File: config.mk
export PLATFORM = sky130hd
export DESIGN_NAME = boot_loader
export DESIGN_NICKNAME = d
export VERILOG_FILES = /design/src/rtl/boot_loader.sv
export SDC_FILE = /design/constraint.sdc
export NUM_CORES = 1
export LEC_CHECK = 0
export BUFFER_PORTS_ARGS = -buffer_cell sky130_fd_sc_hd__buf_2
export CAP_MARGIN = 20
export CORE_ASPECT_RATIO = 0.8
export CORE_UTILIZATION = 45
export CTS_CLUSTER_SIZE = 16
export DETAILED_ROUTE_END_ITERATION = 8
export MAX_ROUTING_LAYER = met4
export PLACE_DENSITY = 0.62
export SYNTH_ARGS = -nofsm -noshare
export SYNTH_HDL_FRONTEND = slang
export SYNTH_SLANG_ARGS = --single-unit
File: constraint.sdc
create_clock -name i_clock -period 6.68 [get_ports i_clock]
set_clock_uncertainty 0.15 [all_clocks]
set_input_delay 0.668 -clock i_clock [delete_from_list [all_inputs] [get_ports i_clock]]
set_output_delay 0.668 -clock i_clock [all_outputs]
set_load 0.05 [all_outputs]
File: src/rtl/boot_loader.sv
// Boot loader: holds the CPU in reset while a length-prefixed image streams into RAM,
// then hands the RAM port to the CPU bus. A reload pulse restarts loading.
module boot_loader #(
   parameter logic [29:0] BASE        = 30'h0,
   parameter int unsigned DEPTH_WORDS = 4096
) (
   input  logic        i_clock,
   input  logic        i_reset,
   input  logic        i_in_valid,
   input  logic [7:0]  i_in_data,
   output logic        o_in_ready,
   input  logic        i_reload,
   output logic        o_cpu_reset,
   input  logic [29:0] i_cpu_bus_addr,
   input  logic [31:0] i_cpu_bus_data_w,
   input  logic [3:0]  i_cpu_bus_mask_w,
   output logic [29:0] o_mem_addr,
   output logic [31:0] o_mem_data_w,
   output logic [3:0]  o_mem_mask_w,
   output logic        o_running,
   output logic        o_error
);

   localparam int unsigned AW = 30;
   localparam int unsigned DW = 32;
   localparam int unsigned MW = 4;

   typedef enum logic [2:0] {
      S_LEN_RX  = 3'd0,
      S_DATA_RX = 3'd1,
      S_WRITE   = 3'd2,
      S_RUN     = 3'd3,
      S_ERROR   = 3'd4
   } state_t;

   state_t          r_state;
   state_t          w_next;
   logic [1:0]      r_byte_idx;
   logic [23:0]     r_shift;
   logic [DW-1:0]   r_len;
   logic [DW-1:0]   r_word_cnt;
   logic [AW-1:0]   r_ld_addr;
   logic [DW-1:0]   r_ld_data;
   logic [MW-1:0]   r_ld_mask;
   logic            r_cpu_reset;
   logic            r_running;
   logic            r_error;
   logic            r_sel;

   logic            w_in_ready;
   logic            w_xfer;
   logic            w_last_byte;
   logic [DW-1:0]   w_word;

   // State register
   always_ff @(posedge i_clock or posedge i_reset) begin
      if (i_reset) r_state <= S_LEN_RX;
      else         r_state <= w_next;
   end

   // Next-state, handshake and little-endian word assembly
   always_comb begin
      w_next      = r_state;
      w_in_ready  = 1'b0;
      w_word      = {i_in_data, r_shift};
      w_last_byte = (r_byte_idx == 2'd3);
      case (r_state)
         S_LEN_RX: begin
            w_in_ready = 1'b1;
            if (i_in_valid && w_last_byte) begin
               if (w_word == DW'(0))                    w_next = S_RUN;
               else if (w_word > DW'(DEPTH_WORDS))       w_next = S_ERROR;
               else                                      w_next = S_DATA_RX;
            end
         end
         S_DATA_RX: begin
            w_in_ready = 1'b1;
            if (i_in_valid && w_last_byte) w_next = S_WRITE;
         end
         S_WRITE: begin
            if (r_word_cnt + DW'(1) == r_len) w_next = S_RUN;
            else                              w_next = S_DATA_RX;
         end
         S_RUN, S_ERROR: begin
            if (i_reload) w_next = S_LEN_RX;
         end
         default: w_next = S_LEN_RX;
      endcase
      w_xfer = i_in_valid & w_in_ready;
   end

   // Loader datapath and registered status outputs
   always_ff @(posedge i_clock or posedge i_reset) begin
      if (i_reset) begin
         r_byte_idx  <= 2'd0;
         r_shift     <= 24'd0;
         r_len       <= DW'(0);
         r_word_cnt  <= DW'(0);
         r_ld_addr   <= BASE;
         r_ld_data   <= DW'(0);
         r_ld_mask   <= MW'(0);
         r_cpu_reset <= 1'b1;
         r_running   <= 1'b0;
         r_error     <= 1'b0;
         r_sel       <= 1'b0;
      end else begin
         if (w_xfer) begin
            r_shift    <= w_word[31:8];
            r_byte_idx <= r_byte_idx + 2'd1;
         end
         case (r_state)
            S_LEN_RX: begin
               if (w_xfer && w_last_byte) begin
                  r_len      <= w_word;
                  r_word_cnt <= DW'(0);
               end
            end
            S_DATA_RX: begin
               if (w_xfer && w_last_byte) begin
                  r_ld_addr <= BASE + AW'(r_word_cnt);
                  r_ld_data <= w_word;
                  r_ld_mask <= MW'(4'hF);
               end
            end
            S_WRITE: begin
               r_ld_mask  <= MW'(0);
               r_word_cnt <= r_word_cnt + DW'(1);
            end
            S_RUN, S_ERROR: begin
               if (i_reload) begin
                  r_byte_idx <= 2'd0;
                  r_word_cnt <= DW'(0);
                  r_ld_mask  <= MW'(0);
               end
            end
            default: ;
         endcase
         r_cpu_reset <= (w_next != S_RUN);
         r_running   <= (w_next == S_RUN);
         r_error     <= (w_next == S_ERROR);
         r_sel       <= (w_next == S_RUN);
      end
   end

   // RAM port: CPU bus passes straight through once running
   assign o_mem_addr   = r_sel ? i_cpu_bus_addr   : r_ld_addr;
   assign o_mem_data_w = r_sel ? i_cpu_bus_data_w : r_ld_data;
   assign o_mem_mask_w = r_sel ? i_cpu_bus_mask_w : r_ld_mask;

   assign o_in_ready  = w_in_ready;
   assign o_cpu_reset = r_cpu_reset;
   assign o_running   = r_running;
   assign o_error     = r_error;

endmodule

==> results of run 1 <==
[critical path, delay by kind of cell (launching register included)]
kind            cells  cell delay (ns)
simple gates        4             1.48
fa+ha+maj           1             0.36
flops               1             0.47
compound gates      3             0.78
[cell type report]
| cell class | instances | area share [%] |
|---|---|---|
| multi-input cells | 545 | 42.6 |
| flip-flops and latches | 159 | 39.8 |
| repair buffers | 158 | 8.45 |
| clock buffers | 17 | 4.25 |
| well taps | 253 | 3.16 |
| clock inverters | 15 | 1.41 |
| inverters | 7 | 0.312 |
[cell families (layout without fill, tap and decap cells)]
group                      count (synthesis)  in the layout  share of synthesized area [%]
DFF                                      159            159                           46.8
muxes                                    180            180                           23.8
xor gates and xnor gates                  37             37                           3.81
and+or+nand+nor                          194            194                           12.3
AOI/OAI and AO/OA                        132            132                           9.91
adders and majority gates                  2              2                          0.295
buffers and inverters                     63            197                           2.96
[path summary, 6_finish.rpt]
path,slack (ns),startpoint,end
setup / recovery,3.37,r_word_cnt[0],o_cpu_reset
hold / removal,0.21,i_reset,r_ld_addr[12]
setup reg to reg,3.37,r_word_cnt[0],o_cpu_reset
hold reg to reg,0.33,r_ld_addr[28],r_ld_addr[28]
max in group asynchronous,5.01,i_reset,o_cpu_reset
min in group i_clock,0.33,r_ld_addr[28],r_ld_addr[28]
[registers in the layout, summed over array words and instances (netlist names)]
register / cells
r_ld_addr: 30
r_state: 3
r_len: 32
r_ld_data: 32
o_cpu_reset: 1
r_shift: 24
r_sel: 1
r_ld_mask: 1
r_byte_idx: 2
o_error: 1
r_word_cnt: 32
[cells in the mapped netlist, drive strengths merged (2+ instances only)]
library cell	instances
a2111oi	3
a211o	2
a211oi	4
a21boi	2
a21o	6
a21oi	16
a31oi	10
and2	4
and3	8
and4	3
buf	21
clkbuf	35
dfrtp	158
ha	2
inv	7
mux2	178
mux2i	2
nand2	53
nand2b	3
nand3	19
nand4	12
nand4b	2
nor2	32
nor2b	3
nor3	12
nor3b	2
nor4	23
o211ai	3
o21ai	55
o22ai	2
o31ai	9
o41ai	5
or3	8
or4	5
xnor2	26
xor2	11
[through the flow]
step | power [uW] | instance area [um^2] | utilization [%]
after floorplan | 3020 | 8500 | -
after global placement | 3470 | 9400 | 51.3
final | 4420 | 10000 | 54.6
after detailed placement | 3490 | 9420 | 51.4
after global routing | 4640 | 10000 | 54.6
after CTS | 4450 | 9980 | 54.5
[routing by layer]
layer | track usage [%] | vias up | wire, um | part of all wire (%)
li1 | - | 3055 | - | -
met1 | 35.8 | 3239 | 10600 | 50
met2 | 31.1 | 239 | 8960 | 42
met3 | 4.84 | 24 | 1400 | 6.6
met4 | 6.23 | 0 | 329 | 1.5
met5 | - | - | 0 | 0
[power breakdown]
part	leakage [uW]	total [uW]	switching, uW	internal (uW)
combinational	0.00227	1800	1090	714
clock	0.000283	945	450	495
sequential	0.00206	1670	355	1320
total	0.00461	4420	1890	2530
==> impl_results.md, run 1 <==
- Setup TNS: 0 ns
- Syn Std Cell Area: 8500 um^2
- RSZ-0062 raised after global routing: no
- Starting Density: 46.3%
- Clock slew at the register clock pins of the worst setup and hold paths: 0.07 ns
- DR DRC count: 0
- Initial DRC count: 479
- Seq. cell area: 3980 um^2
- Post-synth top area cell: dfrtp_1
- Final period util: 49.5%
- Multi-input logic area: 4270 um^2
- Drt wl/cell: 18.4 um
- Final WS setup: 3.37 ns
- Critical path data required time: 6.89 ns
- CTS max path bufs: 2
- Final setup fails: 0
- Netlist cell types: 67
- Vias per cell: 5.68
- Detail Placement HPWL: 15,200 um
- Number of synthesized flops with an enable pin: 0
- Pwr dens: 442 nW/um^2
- CTS H-tree depth: 4
- Synth area leaders: dfrtp_1 (47%), mux2_2 (24%), o21ai_0 (3.2%)
- Ys flop type: dfrtp_1
- Most frequent cells in the layout: mux2_2 (178), dfrtp_1 (157), buf_2 (147)
- Syn Inst Count: 767
- Number of global-route vias before repair: 5,872
- Mapped Nets: 847
- Post-synthesis sequential area ratio: 46.8%
- Final std cells w/o fill: 1,154
- Slew margin rel.: 40.3%
- Area Overhead vs Synth: 17.8%
- Syn avg cell area: 11.1 um^2
- F_max: 0.302 GHz
- Min cycle time layout: 3.31 ns
- # diodes: 0
- CP max stage cell: nor4_2
- Max-slew violations: 0
- I/O pins: 148
- Arr. time, crit path: 3.52 ns
- First-pass GRT wire length: 33,800 um
- Worst-Skew Late Latency: 0.43 ns
- Post-Route WL: 21,300 um
- Critical path, cell by cell: ha_1, nand4_4, nor4_2, a21oi_1, nand4b_1, a2111oi_2, nand4_1, a21bo_1
- Hold_buf cts: 0
- Overall global routing resource usage: 23.5%
- Post-cts sizing count: 0
- Pin count of the biggest net entering global routing: 81
- Status: complete, no violations
- Pleak: 0.00461 uW
- Crit Path Class: flip-flop to flip-flop
- Post-synth top area share: 46.5%
- Critical Path Source Type: flip-flop
- Die footprint: 19,400 um^2
- Total number of vias: 6,557
- Max capacitance violation total: 0
- Antenna violations before repair: 0
- Final hold vios: 0
- Worst-margin pin slew: 0.887 ns
- Critical Path Max Stage Delay: 0.77 ns
- CTS Buf Count: 17
- Worst min path class: primary input to async pin
- Gr ovfl total: 0
- Core Footprint: 18,300 um^2
- Post-Place Cells: 1,121
- Final Wtd Congestion: 0.909
- CTS tree: built
- Ys Warns: 0
- Die span in x: 156 um
- CTS sink count: 159
- Buffers on Ports: 147
- Root Buffer: clkbuf_16
- # fillers: 1,636
- CP max FO: 10
- Die Span Y: 125 um
- Final nets: 968
- #FFs+latches synth: 159
- Hold_ws: 0.210 ns
- Share of cells above drive strength 1: 42.6%
- R2R depth: 8
- Leading cell type in the layout, fill and taps excluded: mux2_2
- Post-CTS Setup Inserts: 0
- Number of cell rows: 44
- ANT nets after route: 0
- Crit. End Element: flip-flop
- Pre-CTS setup slack: 3.48 ns
- FFs w/ async S/R, synth: 100%
- First-pass detailed-route iteration total: 5
- Worst vdd ir: 234 uV
(Power assumes the default switching activity.)
==> inputs of run 2 (changes only) <==
--- a/config.mk
+++ b/config.mk
@@ -5,6 +5,7 @@
 export SDC_FILE = /design/constraint.sdc
 export NUM_CORES = 1
 export LEC_CHECK = 0
+export ABC_AREA = 1
 export BUFFER_PORTS_ARGS = -buffer_cell sky130_fd_sc_hd__buf_2
 export CAP_MARGIN = 20
 export CORE_ASPECT_RATIO = 0.8
@@ -12,7 +13,7 @@
 export CTS_CLUSTER_SIZE = 16
 export DETAILED_ROUTE_END_ITERATION = 8
 export MAX_ROUTING_LAYER = met4
-export PLACE_DENSITY = 0.62
+export PLACE_DENSITY = 0.65
 export SYNTH_ARGS = -nofsm -noshare
 export SYNTH_HDL_FRONTEND = slang
 export SYNTH_SLANG_ARGS = --single-unit
==> constraint.sdc (replaced) <==
create_clock -name i_clock -period 2.7 [get_ports i_clock]
set_clock_uncertainty 0.15 [all_clocks]
set_input_delay 0.27 -clock i_clock [delete_from_list [all_inputs] [get_ports i_clock]]
set_output_delay 0.27 -clock i_clock [all_outputs]
set_load 0.05 [all_outputs]
==> run 2 against run 1 <==
  * Register-to-register slack got worse by 3.1 ns
  * Core utilization grew 1.5 points
  * Via count rose by 21%
  * Count of clock-buffer cells in the layout increased by 5
  * Clock power rose to 2.6 times the previous value
  * Maximum frequency up 34%
  * Critical path depth rose by 6
  * Worst setup slack lost 3.1 ns
  * Combinational power rose to 3.5 times the previous value
  * Non-clock buffer count up 16
  * Worst hold slack got worse by 0.11 ns
==> impl_results.md, run 2 <==
- Seq pwr share: 32.2%
- Most common cell in the netlist: nand2_1
- Design area: 10,200 um^2
- Detail Placement HPWL: 16,900 um
- Worst-margin pin slew: 1.03 ns
- Critical Path Source Type: flip-flop
- Final setup fails: 0
- Arr. time, crit path: 2.68 ns
- Syn Std Cell Area: 8440 um^2
- Root Buffer: clkbuf_16
- Vias per cell: 4.97
- Reg2reg start: r_word_cnt[1]
- Post-synth top area cell: dfrtp_1
- Comb pwr share: 48.5%
- F_max: 0.406 GHz
- CP startpoint: r_word_cnt[1]
- Worst vdd ir: 890 uV
- Syn Inst Count: 1,184
- RSZ-0062 raised after global routing: no
- Sw frac: 49.6%
- Final Wtd Congestion: 0.928
- First-pass detailed-route iteration total: 5
- Worst min path class: primary input to flip-flop
- CTS H-tree depth: 4
- Mapped Nets: 1,264
- Clock share of power: 19.3%
- Crit. End Element: flip-flop
- Clock slew at the register clock pins of the worst setup and hold paths: 0.06 ns
- Ys Warns: 0
- Core Footprint: 18,200 um^2
- First-pass GRT wire length: 37,500 um
- Critical path data required time: 2.91 ns
- Number of global-route vias before repair: 7,318
- Placed cell areas: 9520 um^2
- CTS max path bufs: 2
- Share of cells above drive strength 1: 16.4%
- Hold_ws: 0.104 ns
- # fillers: 1,798
- Final period util: 91.2%
- Netlist cell types: 30
- DR DRC count: 0
- Post-synth top area share: 46.9%
- Post-Route WL: 22,900 um
- Die footprint: 19,300 um^2
- Most frequent cells in the layout: nand2_1 (449), o21ai_0 (159), dfrtp_1 (157)
- Post-synthesis sequential area ratio: 47.2%
- Final nets: 1,413
- #FFs+latches synth: 159
- Final hold vios: 0
- Starting Density: 46.3%
- CP max FO: 7
- FFs w/ async S/R, synth: 100%
- Leading cell type in the layout, fill and taps excluded: nand2_1
- Synth area leaders: dfrtp_1 (47%), nand2_1 (20%), o21ai_0 (9.4%)
- Hold Path Origin: i_in_data[7]
- Internal: 6530 uW
- I/O pins: 148
- CTS Buf Count: 17
- Max-slew violations: 0
- ANT nets after route: 0
- Psw: 6420 uW
- Pleak: 0.00507 uW
- Syn avg cell area: 7.12 um^2
- Buffers on Ports: 147
- Top post-synthesis cells by count: nand2_1 (449), o21ai_0 (159), dfrtp_1 (158), inv_1 (145), nor2_1 (74)
- Gr ovfl total: 0
- CTS tree: built
- Worst-Skew Late Latency: 0.43 ns
- Area Overhead vs Synth: 21.1%
- Ys flop type: dfrtp_1
- Overall global routing resource usage: 25.8%
- Antenna violations before repair: 0
- Number of cell rows: 44
- Post-CTS Setup Inserts: 0
- Drt wl/cell: 14.3 um
- Pwr dens: 1270 nW/um^2
- Pin count of the biggest net entering global routing: 70
- Die Span Y: 124 um
- Min cycle time layout: 2.46 ns
- Setup TNS: 0 ns
- Initial DRC count: 501
- Die span in x: 155 um
- # diodes: 0
- Status: complete, no violations
- Crit Path Class: flip-flop to flip-flop
- Total number of vias: 7,950
- CTS sink count: 159
- Top Registers: r_ld_data: 32 flops, r_len: 32 flops, r_word_cnt: 32 flops
- Max capacitance violation total: 0
- Number of synthesized flops with an enable pin: 0
- Slew margin rel.: 31.0%
## run 2: final timing paths
check                                 end  slack (ns)  cells past startpoint
max reg2reg                   o_cpu_reset        0.24                     14
max                           o_cpu_reset        0.24                     14
min                           r_shift[23]        0.10                      3
min in group asynchronous    r_ld_data[0]        0.34                      3
max in group asynchronous  r_word_cnt[24]        1.40                      4
min reg2reg                 r_ld_data[31]        0.33                      2
## run 2: kinds of logic (layout without fill, tap and decap cells)
kind of cell / after synthesis / after routing / synth area share [%]
simple gates: 627 / 627 / 30.6
compound gates: 197 / 197 / 12.1
buf+inv: 190 / 352 / 8.50
flops: 159 / 159 / 47.2
xor+xnor: 8 / 8 / 1.16
fa+ha+maj: 2 / 2 / 0.297
mux: 1 / 1 / 0.119
## run 2: repair_timing
item / in CTS / in global routing
hold endpoints to repair: 40 / 0
resized for setup: 0 / 1
hold buffers: 9 / 0
endpoints found under the setup margin: 0 / 2
## run 2: worst max-delay path, stage by stage, from the launching register on
cell and delay, ns:
dfrtp_1 0.44, ha_2 0.29, nand2_2 0.10, nor2_4 0.17
nand2_4 0.11, nor2_1 0.26, nand2_1 0.12, nand3_1 0.09
nand2_1 0.06, nor2_1 0.11, nand3_1 0.12, nor2_2 0.12
nand3_1 0.11, nand2_1 0.09, nand2_1 0.06
## run 2: stage by stage
stage / setup slack, ns / instances / util, % / total power (uW)
after floorplan: 0.151 / 1184 / - / 8800
after global placement: 0.323 / 1558 / 52.3 / 10400
after detailed placement: 0.256 / 1558 / 52.3 / 10500
after CTS: 0.205 / 1599 / 56.0 / 13000
after global routing: 0.0279 / 1599 / 56.1 / 13800
final: 0.238 / 1599 / 56.1 / 12900
## run 2: cell type report
class | instances | area, um^2 | area share (%)
multi-input combinational | 835 | 3750 | 36.8
clock buffer | 22 | 464 | 4.54
sequential | 159 | 3980 | 39.0
tap | 253 | 317 | 3.10
inverter | 146 | 552 | 5.40
timing repair buffer | 174 | 1010 | 9.90
clock inverter | 10 | 136 | 1.33
## run 2: routing by layer
layer	part of all wire (%)	track usage [%]	vias up
li1	-	-	4028
met1	48	36.0	3678
met2	45	38.4	215
met3	5.2	4.56	29
met4	1.8	8.04	0
met5	0	-	-
## run 2: power groups by stage
| stage | sequential, uW | combinational (uW) | clock, uW |
|---|---|---|---|
| 2_1_floorplan | 3980 | 4810 | 0 |
| 3_3_place_gp | 4170 | 6220 | 0 |
| 3_5_place_dp | 4190 | 6270 | 0 |
| 4_1_cts | 4160 | 6310 | 2520 |
| 5_1_grt | 4280 | 6920 | 2630 |
| 6_report | 4160 | 6280 | 2500 |
